==> config.mk <==
export PLATFORM = sky130hd
export DESIGN_NAME = rr_grant_scheduler
export DESIGN_NICKNAME = d
export VERILOG_FILES = /design/src/rtl/rr_grant_scheduler.sv
export SDC_FILE = /design/constraint.sdc
export NUM_CORES = 1
export LEC_CHECK = 0
export CORE_AREA = 2 2 39 41
export DETAILED_ROUTE_END_ITERATION = 10
export DIE_AREA = 0 0 41 43
export MAX_ROUTING_LAYER = met4
export PLACE_DENSITY_LB_ADDON = 0.3
export SYNTH_ARGS = -nofsm -noshare
export SYNTH_HDL_FRONTEND = slang
export SYNTH_SLANG_ARGS = --single-unit
==> constraint.sdc <==
create_clock -name CLK -period 3.76 [get_ports CLK]
set_clock_uncertainty 0.15 [all_clocks]
set_input_delay 0.752 -clock CLK [delete_from_list [all_inputs] [get_ports CLK]]
set_output_delay 0.752 -clock CLK [all_outputs]
set_load 0.03 [all_outputs]
==> src/rtl/rr_grant_scheduler.sv <==
// -----------------------------------------------------------------------------
// rr_grant_scheduler
//
// Round-robin arbiter that shares one downstream resource among N requesters.
// A registered one-hot grant selects the current owner. The grant is held
// until the owner signals completion, drops its request, or uses up its hold
// budget while someone else is waiting. Handoffs are back-to-back: a release
// with another eligible requester goes straight to the new owner, with no idle
// cycle in between.
//
// State table:
//   state | meaning
//   IDLE  | no owner; O is all-zero, waiting for any request
//   GRANT | one requester owns the resource; O is one-hot
//
// Ports:
//   CLK         in   1          rising-edge clock
//   ASYNCRESET  in   1          asynchronous, active-high reset
//   req         in   N          per-requester request level (bit i = requester i)
//   done        in   1          one-cycle pulse: the current owner's transaction is complete
//   O           out  N          registered one-hot grant, all-zero when idle
//   busy        out  1          OR-reduction of O
//   grant_id    out  ID_W       binary index of the set bit of O, 0 when idle
//   hold_cnt    out  HW         consecutive cycles the current owner has held the grant
// -----------------------------------------------------------------------------
module rr_grant_scheduler #(
  parameter  int N        = 2,
  parameter  int HOLD_MAX = 4,
  localparam int ID_W     = (N <= 2) ? 1 : $clog2(N),
  localparam int HW       = $clog2(HOLD_MAX + 1)
) (
  input  logic            CLK,
  input  logic            ASYNCRESET,
  input  logic [N-1:0]    req,
  input  logic            done,
  output logic [N-1:0]    O,
  output logic            busy,
  output logic [ID_W-1:0] grant_id,
  output logic [HW-1:0]   hold_cnt
);

  typedef enum logic {
    IDLE  = 1'b0,
    GRANT = 1'b1
  } state_t;

  state_t          state_q, state_d;
  logic [N-1:0]    grant_q, grant_d;
  logic [HW-1:0]   hold_q,  hold_d;
  logic [ID_W-1:0] ptr_q,   ptr_d;

  logic [ID_W-1:0] owner_id;
  logic [ID_W-1:0] ptr_inc;
  logic            owner_req;
  logic            others_req;
  logic            rel_done;
  logic            rel_drop;
  logic            rel_hold;
  logic            release_ev;
  logic            excl_owner;
  logic [N-1:0]    pick_mask;
  logic [ID_W-1:0] pick_start;
  logic [N-1:0]    pick_win;

  // First set bit of mask, searching start, start+1, ... wrapping mod N.
  function automatic logic [N-1:0] rr_pick(input logic [N-1:0]    mask,
                                           input logic [ID_W-1:0] start);
    logic [N-1:0]    win;
    logic [ID_W-1:0] idx;
    logic            found;
    win   = '0;
    found = 1'b0;
    for (int off = 0; off < N; off++) begin
      idx = ID_W'((int'(start) + off) % N);
      if (!found && mask[idx]) begin
        win[idx] = 1'b1;
        found    = 1'b1;
      end
    end
    return win;
  endfunction

  // Binary index of the owner; grant_q is one-hot or zero.
  always_comb begin
    owner_id = '0;
    for (int j = 0; j < N; j++) begin
      if (grant_q[j]) owner_id = ID_W'(j);
    end
  end

  assign ptr_inc    = (owner_id == ID_W'(N - 1)) ? '0 : owner_id + ID_W'(1);

  assign owner_req  = |(req & grant_q);
  assign others_req = |(req & ~grant_q);

  assign rel_done   = done;
  assign rel_drop   = ~owner_req;
  assign rel_hold   = (hold_q == HW'(HOLD_MAX)) && others_req;
  assign release_ev = rel_done | rel_drop | rel_hold;

  // A drop or a budget preemption takes the owner out of the running. A plain
  // completion keeps it eligible; starting the search at owner+1 makes it
  // the last candidate.
  assign excl_owner = rel_drop | rel_hold;

  assign pick_start = (state_q == IDLE) ? ptr_q : ptr_inc;
  assign pick_mask  = (state_q == GRANT && excl_owner) ? (req & ~grant_q) : req;
  assign pick_win   = rr_pick(pick_mask, pick_start);

  always_comb begin
    state_d = state_q;
    grant_d = grant_q;
    hold_d  = hold_q;
    ptr_d   = ptr_q;

    unique case (state_q)
      IDLE: begin
        if (|req) begin
          grant_d = pick_win;
          hold_d  = HW'(1);
          state_d = GRANT;
        end
      end

      GRANT: begin
        if (release_ev) begin
          ptr_d = ptr_inc;
          if (|pick_win) begin
            grant_d = pick_win;
            hold_d  = HW'(1);
          end else begin
            grant_d = '0;
            hold_d  = '0;
            state_d = IDLE;
          end
        end else if (hold_q != HW'(HOLD_MAX)) begin
          hold_d = hold_q + HW'(1);
        end
      end

      default: begin
        grant_d = '0;
        hold_d  = '0;
        state_d = IDLE;
      end
    endcase
  end

  always_ff @(posedge CLK or posedge ASYNCRESET) begin
    if (ASYNCRESET) begin
      state_q <= IDLE;
      grant_q <= '0;
      hold_q  <= '0;
      ptr_q   <= '0;
    end else begin
      state_q <= state_d;
      grant_q <= grant_d;
      hold_q  <= hold_d;
      ptr_q   <= ptr_d;
    end
  end

  assign O        = grant_q;
  assign busy     = |grant_q;
  assign grant_id = owner_id;
  assign hold_cnt = hold_q;

endmodule

==> run_results.csv <==
group,metric,value,unit
route,drt_iter0_markers,8,
status,status,"finished, final reports clean",
synthesis,yosysUniqueCellTypes,30,
timing,hold_viol,0,
final_layout,fin_util,46.0,%
pwr,p_per_area,508,nW/um^2
timing,slew_violations,0,
synthesis,synth_area_per_cell,9.30,sq um
placed_design,hpwl,722,microns
route,drc,0,
synthesis,netlist_area,493,sq um
worst_setup_path,cp_max_fo,8,
worst_setup_path,end_kind,"output pin",
timing,relSlewSlack,76.4,%
job,drv_cap,0,
timing,rsz0062_at_grt,"no",
clocking,cts_tree,"done",
clocking,cts_resized,0,
global_route,grt_max_degree,14,
route,vias_per_cell,4.95,
global_route,gr-total-overflow,0,
placed_design,place_congestion,0.730,
timing,tns,0,ns
global_route,grt_pass1_vias,373,
synthesis,synth-seq-area-share,35.5,%
die,fp.dieW,41,microns
worst_setup_path,worst_path_largest_cell_delay,0.59,ns
clocking,holdBufCountCts,0,
global_route,antenna_found_initial,0,
final_layout,final_cells,82,
timing,period_needed,2.47,ns
worst_setup_path,crit_path_start_kind,"register",
synthesis,syn_inst,53,
die,start_util,35.6,%
final_layout,fillerInstances,148,
route,final_antenna_net_count,0,
synthesis,synth_warnings,0,
clocking,clock_latency,0.24,ns
pwr,ir_drop,0.238,mV
final_layout,antennaDiodeCount,0,
timing,tightest_slew,0.355,ns
timing,fmax,404,MHz
timing,timing.final.ws_setup,1.29,ns
final_layout,syn2layout_area_growth,29.2,%
synthesis,synth_seq_cells,7,
timing,hold_ws,0.393,ns
synthesis,synth_top_area_share,35.5,%
placed_design,dpl_worst_slack,1.03,ns
worst_setup_path,path_cells,"or2_2 -> clkdlybuf4s50_1",
route,finalWirelength,892,microns
die,die_h,43,microns
global_route,grt.total_usage,13.8,%
pwr,cellLeakagePower,0.276,nW
worst_setup_path,arrival,1.57,ns
route,dr_total_vias,406,
timing,setup_viol,0,
clocking,cts.path.max_buffers,2,
synthesis,syn_nets,60,
clocking,htreeDepth,1,
worst_setup_path,path_class,"register to output pin",
placed_design,dp.cells,78,
hold_path,hold_path_class,"register to register",
clocking,numCtsBuffers,3,
die,rows,14,
final_layout,layout-drive-gt1-share,19.7,%
route,first_pass_iters,4,
final_layout,nNetsFinal,74,
global_route,grt_first_pass_wirelength,1520,microns
synthesis,ys_top_cells_by_area,"dfrtp_1 (36%), ha_1 (5.1%), inv_1 (4.6%)",
clocking,clk_pin_slew,0.05,ns
pwr,power.total,0.323,mW
timing,min_period_over_period,65.8,%
worst_setup_path,crit_buf_inv,1,
synthesis,yosysTopAreaCell,"dfrtp_1",
die,die_area,1760,sq um
die,io_pins,12,
final_layout,final_area,637,sq um
clocking,cts_sinks,7,
die,core,1380,sq um
worst_setup_path,path_delay_family,"buffers and inverters",
placed_design,portBuffers,11,
worst_setup_path,cp_data_required_time,2.86,ns
clocking,clock-root-buffer,"clkbuf_4",
worst_setup_path,slowest_stage,"clkdlybuf4s50_1",
clocking,post_cts_buffers,0,
route,wl_per_cell,10.9,microns
placed_design,dpl_cell_area,611,sq um
-- logic make-up (layout without fill, tap and decap cells) --
group           Yosys count  in the layout  synth area share [%]
fa+ha+maj                 2              2                  5.08
simple gates             17             17                  20.3
mux                       2              2                  5.33
flops                     7              7                  35.5
compound gates           17             17                  26.7
buf+inv                   8             21                  7.11
-- power breakdown --
| part | switching (mW) | internal, mW |
|---|---|---|
| combinational | 0.0806 | 0.0713 |
| clock | 0.0225 | 0.0402 |
| sequential | 0.0185 | 0.0903 |
| total | 0.122 | 0.202 |
-- final timing paths --
kind                             start           to  slack (ns)  cells past startpoint
max in group asynchronous   ASYNCRESET  hold_cnt[2]        2.69                      2
hold reg to reg            hold_cnt[1]  hold_cnt[1]        0.39                      2
setup / recovery                  O[1]         busy        1.29                      2
hold / removal             hold_cnt[1]  hold_cnt[1]        0.39                      2
min in group asynchronous   ASYNCRESET        ptr_q        0.58                      2
setup reg to reg           hold_cnt[0]         O[0]        2.01                      7
-- cell type report --
type | count | area [sq um] | area share [%]
Multi-Input combinational cell | 38 | 283 | 44.4
Sequential cell | 7 | 175 | 27.5
Tap cell | 16 | 20.0 | 3.14
Timing Repair Buffer | 11 | 110 | 17.3
Clock buffer | 4 | 26.3 | 4.13
Inverter | 6 | 22.5 | 3.54
-- state kept, by name, indices dropped and copies added, names as in the netlist --
| name | count |
|---|---|
| O | 2 |
| state_q | 1 |
| ptr_q | 1 |
| hold_cnt | 3 |
-- synth_stat cells (all sizes together) --
| master | n |
|---|---|
| a21boi | 1 |
| nand2 | 5 |
| o32ai | 1 |
| a31oi | 1 |
| ha | 2 |
| inv | 6 |
| a22oi | 2 |
| mux2 | 2 |
| dfrtp | 7 |
| a31o | 1 |
| o32a | 1 |
| nor3b | 1 |
| nand2b | 1 |
| nor2b | 1 |
| nand3 | 1 |
| o211ai | 1 |
| and4b | 1 |
| nor3 | 2 |
| or2 | 2 |
| o21ai | 3 |
| a21oi | 5 |
| buf | 2 |
| a22o | 1 |
| nor2 | 3 |
-- layout by cell type, fill, tap and decap left out, types with 2 or more instances in the layout --
cell,instances
nor2_1,2
a21oi_1,4
o21ai_0,3
clkbuf_4,3
nand2_1,5
dfrtp_1,7
nor3_1,2
inv_1,6
ha_1,2
clkdlybuf4s50_1,11
-- tightest hold or removal path, stage by stage, from the launching register on --
cell and delay, ns:
dfrtp_1 0.38, nand2_1 0.06, o21ai_0 0.07
-- layer usage --
layer  global-route usage (%)  routed length, microns  part of all wire, %
met3                     3.14                      28                  3.1
met4                     12.0                      12                  1.3
met5                        -                       0                    0
met2                     17.2                     424                   48
met1                     17.8                     426                   48
Note: power is estimated with default switching activity, not from simulation.
